===== src/rtl/countdown5_pkg.sv =====
// Shared constants for the countdown5 timer: FSM encoding and default reset value.
// Backpressure: none; this package holds only declarations.
package countdown5_pkg;

  localparam int unsigned CD_WIDTH_DEF = 5;
  localparam logic [CD_WIDTH_DEF-1:0] CD_RESET_VAL_DEF = 5'h11;

  typedef enum logic {
    ST_IDLE = 1'b0,
    ST_RUN  = 1'b1
  } state_e;

endpackage


===== src/rtl/countdown5.sv =====
// Loadable down-counter with one-shot/periodic reload and a registered zero pulse.
// Latency: outputs update on the clock edge after their inputs. Backpressure: none.
module countdown5
  import countdown5_pkg::*;
#(
  parameter int unsigned      WIDTH     = CD_WIDTH_DEF,
  parameter logic [WIDTH-1:0] RESET_VAL = WIDTH'(CD_RESET_VAL_DEF)
) (
  input  logic             clk,
  input  logic             reset,
  input  logic             load,
  input  logic [WIDTH-1:0] load_val,
  input  logic             start,
  input  logic             stop,
  input  logic             periodic,
  output logic [WIDTH-1:0] count,
  output logic             busy,
  output logic             zero
);

  state_e           state_q, state_d;
  logic [WIDTH-1:0] count_q, count_d;
  logic [WIDTH-1:0] reload_q, reload_d;
  logic             zero_q, zero_d;
  logic             busy_q, busy_d;

  always_comb begin
    state_d  = state_q;
    count_d  = count_q;
    reload_d = reload_q;
    zero_d   = 1'b0;

    if (load) begin
      count_d  = load_val;
      reload_d = load_val;
      if (state_q == ST_RUN) begin
        if (load_val == '0) state_d = ST_IDLE;
      end else if (start && load_val != '0) begin
        state_d = ST_RUN;
      end
    end else if (stop) begin
      state_d = ST_IDLE;
    end else if (state_q == ST_RUN || (start && count_q != '0)) begin
      // A start from IDLE counts on the same edge, just like a RUN cycle.
      state_d = ST_RUN;
      if (count_q != '0) begin
        count_d = count_q - WIDTH'(1);
        if (count_q == WIDTH'(1)) begin
          zero_d = 1'b1;
          if (!periodic) state_d = ST_IDLE;
        end
      end else if (periodic) begin
        count_d = reload_q;
      end else begin
        state_d = ST_IDLE;
      end
    end

    busy_d = (state_d == ST_RUN);
  end

  always_ff @(posedge clk) begin
    if (reset) begin
      state_q  <= ST_IDLE;
      count_q  <= RESET_VAL;
      reload_q <= RESET_VAL;
      zero_q   <= 1'b0;
      busy_q   <= 1'b0;
    end else begin
      state_q  <= state_d;
      count_q  <= count_d;
      reload_q <= reload_d;
      zero_q   <= zero_d;
      busy_q   <= busy_d;
    end
  end

  assign count = count_q;
  assign busy  = busy_q;
  assign zero  = zero_q;

endmodule


===== config.mk =====
export PLATFORM = sky130hd
export DESIGN_NAME = countdown5
export DESIGN_NICKNAME = d
export VERILOG_FILES = /design/src/rtl/countdown5_pkg.sv /design/src/rtl/countdown5.sv
export SDC_FILE = /design/constraint.sdc
export NUM_CORES = 1
export LEC_CHECK = 0
export ABC_AREA = 1
export BUFFER_PORTS_ARGS = -buffer_cell sky130_fd_sc_hd__buf_4
export CORE_ASPECT_RATIO = 1.2
export CORE_MARGIN = 2
export CORE_UTILIZATION = 35
export CTS_BUF_LIST = sky130_fd_sc_hd__clkbuf_4 sky130_fd_sc_hd__clkbuf_8
export DETAILED_ROUTE_END_ITERATION = 8
export GPL_ROUTABILITY_DRIVEN = 0
export PLACE_DENSITY_LB_ADDON = 0.15
export SETUP_SLACK_MARGIN = 0.15
export SKIP_LAST_GASP = 1
export SYNTH_ARGS = -nofsm -noshare
export SYNTH_HDL_FRONTEND = slang
export SYNTH_SLANG_ARGS = --single-unit

===== constraint.sdc =====
create_clock -name clk -period 3.4 [get_ports clk]
set_input_delay 0.34 -clock clk [delete_from_list [all_inputs] [get_ports clk]]
set_output_delay 0.34 -clock clk [all_outputs]
set_load 0.05 [all_outputs]

* Yosys cells after proc, flatten, opt, wreduce, memory -nomap -nowiden
Cells that the tools add are included.
Storage, ports and cells: register bits 12, input bits 11, output and inout port bits 7, logic and storage cells 35
Cells by class: add/subtract/negate cells 1, equality and inequality tests 2, multiplexer cells 15, bitwise operators 2, reduce and logical (&&, ||, !) cells 11
Operators with widths (count):
- $mux 5 | 5
- $mux 1 | 10
- $reduce_bool 5->1 | 2
- $reduce_bool 3->1 | 2
- $eq 5x1->1 const B | 1
- $logic_not 5->1 | 1
- $reduce_or 5->1 | 1
- $sub 5x1->5 const B | 1
- $reduce_and 3->1 | 1
- $logic_and 1x1->1 | 2
- $ne 2x2->1 const B | 1
- $not 1->1 | 2
- $reduce_bool 2->1 | 1
- $logic_or 1x1->1 | 1

* Logic depth before layout (Yosys ltp)
depth after elaboration 6, mapped depth 12, mapped depth without buffers 12

* Worst setup path after synthesis
No wires, ideal clock.
path type reg-to-reg, from register count_q[0], in the netlist count[0], to register count_q[0], in the netlist count[0], library setup time 0.125 ns, arrival time 1.709 ns, data required time 3.275 ns, setup slack 1.566 ns, stages on the path, launching flop included 13, path buffers 0, clock period less this slack 1.834 ns, cells stage by stage dfxtp_1 > inv_1 > ha_1 > inv_1 > nor2_4 > nand2_4 > nand2_4 > nand2_2 > nand2_4 > nand2_4 > inv_2 > nand2_1 > nand3_1
Between the ends: longest elaborated chain between the ends 5, elaborated cells on any way between the ends 11, classes of those cells add/sub (1); mux (4); reduce/logical (6)
RTL lines:
- start, declared | RTL line countdown5.sv:22 | logic [WIDTH-1:0] count_q, count_d;
- start signal, assigned | RTL line countdown5.sv:71 | count_q <= count_d;
- $sub 5x1->5 / $reduce_bool 5->1 (equally long branches) | RTL line countdown5.sv:47, countdown5.sv:43, countdown5.sv:46
- $mux 5 / $logic_and 1x1->1 (equally long branches) | RTL line countdown5.sv:46, countdown5.sv:43
- $mux 5 / $logic_or 1x1->1 (equally long branches) | RTL line countdown5.sv:43 | end else if (state_q == ST_RUN || (start && count_q != '0)) begin
- $mux 5 / $reduce_bool 2->1 (equally long branches)
- $mux 5 / $reduce_and 3->1 (equally long branches)
Several ways; a longest one is shown, not always the timed one. The select of a mux whose other input is x is not followed. A chain may end at the register's enable or synchronous reset.

* Worst setup path after layout
from register count_q[0], in the netlist count[0], to register count_q[2], in the netlist count[2]
Same word-level chain as after synthesis.

==> flow_metrics.tcl <==
set metrics [dict create \
    outcome "finished clean" \
    ios 18 \
    fin_ws_ns 1.834 \
    r2r_cells 11 \
    tightest_slew_ns 0.3727 \
    wl_per_cell_um 10.24 \
    fin_crit_ns 1.566 \
    core_area_um2 2049 \
    grt_pass1_wl_um 2953 \
    r2r-end "count[2]" \
    hold_path.startpoint "reset" \
    cts_root_buf "clkbuf_4" \
    setup_viol 0 \
    finalPower_mw 0.3910 \
    design_area_um2 932.1 \
    syn_area_per_cell_um2 6.669 \
    finalNonFillerCells 160 \
    grt_overflow_total 0 \
    first_iter_violations 13 \
    post-route-drc-count 0 \
    min_to "reload_q[3]" \
    hold_buffers 0 \
    final-hold-violation-count 0 \
    die_width_um 46.17 \
    path_max_fanout 8 \
    antenna_left 0 \
    track_usage_pct 16.08 \
    cts_buffers 3 \
    cpLargestDelayFamily "simple AND/OR/NAND/NOR gates" \
    synth_seq_area_share_pct 32.16 \
    critical_path_depth 11 \
    num_antenna_cells 0 \
    yosysTopAreaCellShare_pct 32.16 \
    skew_ns 0.0009339 \
    grt_max_degree 12 \
    whs_path_depth 2 \
    clock_sinks 12 \
    setup_tns_ns 0 \
    hp-class "in -> reg" \
    yosysWarnings 0 \
    r2r_slack_ns 1.83 \
    synthCells 112 \
    yosysUniqueCellTypes 20 \
    vdd_drop_max_mv 0.2020 \
    cpPeakStageDelay_ns 0.43 \
    synth.most_common_cell "nand2_1" \
    post_cts_buffers 0 \
    insertion_delay_ns 0.27 \
    num_vias 735 \
    num_rows 18 \
    slew_headroom_pct 75.13 \
    finalNetCount 145 \
    slew_viol_final 0 \
    htreeDepth 1 \
    io_buffers 17 \
    fin_hold_ws_ns 0.3089 \
    drtPass1Iterations 3 \
    detail_route.vias_per_cell 4.594 \
    grt_setup_unrepaired "false" \
    cts_tree "built" \
    start_kind "flip-flop" \
    worst_setup_path_end_kind "flip-flop" \
    post-route-util_pct 45.48 \
    crit_top_cell "nand2_1" \
    chipHeight_um 54.61 \
    power_density_nw_per_um2 419.4 \
    clkTransAtPathRegs_ns 0.07 \
    synth-edff-count 0 \
    synth_area_leaders "dfxtp_1 (32%), nand2_1 (21%), nand3_1 (7.4%)" \
    period_share_pct 46.05 \
    netlist_area_um2 747.0 \
    clock_path_buffers 2 \
    place_area_um2 895.9 \
    cts_resized 0 \
    regToRegStartpoint "count[0]" \
    drive_gt1_share_pct 24.62 \
    slowest_stage "dfxtp_1" \
    dieArea_um2 2521 \
    worstSetupPathType "reg -> reg" \
    clock.fmax_ghz 0.6386 \
    path_cells "inv_1 > ha_1 > inv_1 > nor2_4 > nand2_4 > nand2_1 > nand2_1 > nand2_1 > nand2_1 > nand2_1 > a21oi_1" \
    path_buf_inv 2 \
    wirelength_um 1639 \
    grt_pass1_vias 701 \
    synth_seq_cells 12 \
    post-dp-hpwl_um 1358 \
    crit_required_ns 3.60 \
    maxCapViolCount 0 \
    dp_cells 156 \
    antenna_found_initial 0 \
    p_leak_nw 0.4725 \
    synth_commonest_cells "nand2_1 (42), dfxtp_1 (12), nand3_1 (11)" \
    place_ws_ns 1.850 \
    area_growth_pct 24.79 \
    syn-num-nets 126 \
    async_reset_ff_share_pct 0 \
    initial_core_util_pct 36.45 \
    synth-main-ff-cell "dfxtp_1" \
    cp_data_arrival_time_ns 1.77 \
    yosysTopAreaCell "dfxtp_1" \
]
[flip-flops by register name, summed over array words and instances (netlist names)]
name and cells:
count 5, reload_q 5, busy 1, zero 1
[power by group]
group / leakage (nW) / switching (mW) / internal [mW]
Combinational: 0.352 / 0.0750 / 0.0423
Clock: 0.0210 / 0.0470 / 0.0650
Sequential: 0.0992 / 0.0111 / 0.151
Total: 0.473 / 0.133 / 0.258
[worst max-delay path by stage]
stage / end / startpoint / slack [ns]
2_1_floorplan: count[0] / count[0] / 1.57
3_3_place_gp: count[2] / count[0] / 1.91
3_5_place_dp: count[2] / count[0] / 1.85
4_1_cts: count[2] / count[0] / 1.83
5_1_grt: count[2] / count[0] / 1.64
6_report: count[2] / count[0] / 1.83
[metal layers]
metal  routed length, um  share of wire, %  track usage, %  vias up
li1                    -                 -               -      393
met1                 739                45           20.56      328
met2                 834                51           26.62       12
met3                  52               3.2           2.970        2
met4                  13              0.79           5.714        0
met5                   0                 0               0        -
[layout by cell type (no fill, tap or decap), drive strengths merged]
| master | instances |
|---|---|
| nand3 | 12 |
| nor3 | 2 |
| nor2 | 7 |
| inv | 12 |
| clkbuf | 4 |
| dfxtp | 12 |
| o211ai | 1 |
| a21oi | 10 |
| a31o | 1 |
| a22oi | 1 |
| nand2 | 47 |
| buf | 17 |
| xnor2 | 1 |
| ha | 3 |
[cell type report]
| class | instances | area, um^2 |
|---|---|---|
| multi-input cells | 85 | 445.4 |
| flip-flops and latches | 12 | 240.2 |
| inverters | 12 | 45.04 |
| well taps | 30 | 37.54 |
| clock buffers | 4 | 36.28 |
| fillers | 240 | 1117 |
| repair buffers | 17 | 127.6 |
[cells by family after synthesis]
logic type / count (synthesis) / share of synthesized area (%)
adder cells (fa/ha/maj): 3 / 5.026
AO/OA/AOI/OAI: 13 / 9.884
XOR/XNOR: 1 / 1.173
buffers and inverters: 15 / 8.208
flip-flops: 12 / 32.16
AND/OR/NAND/NOR: 68 / 43.55
Power figures use the tool's default switching activity.
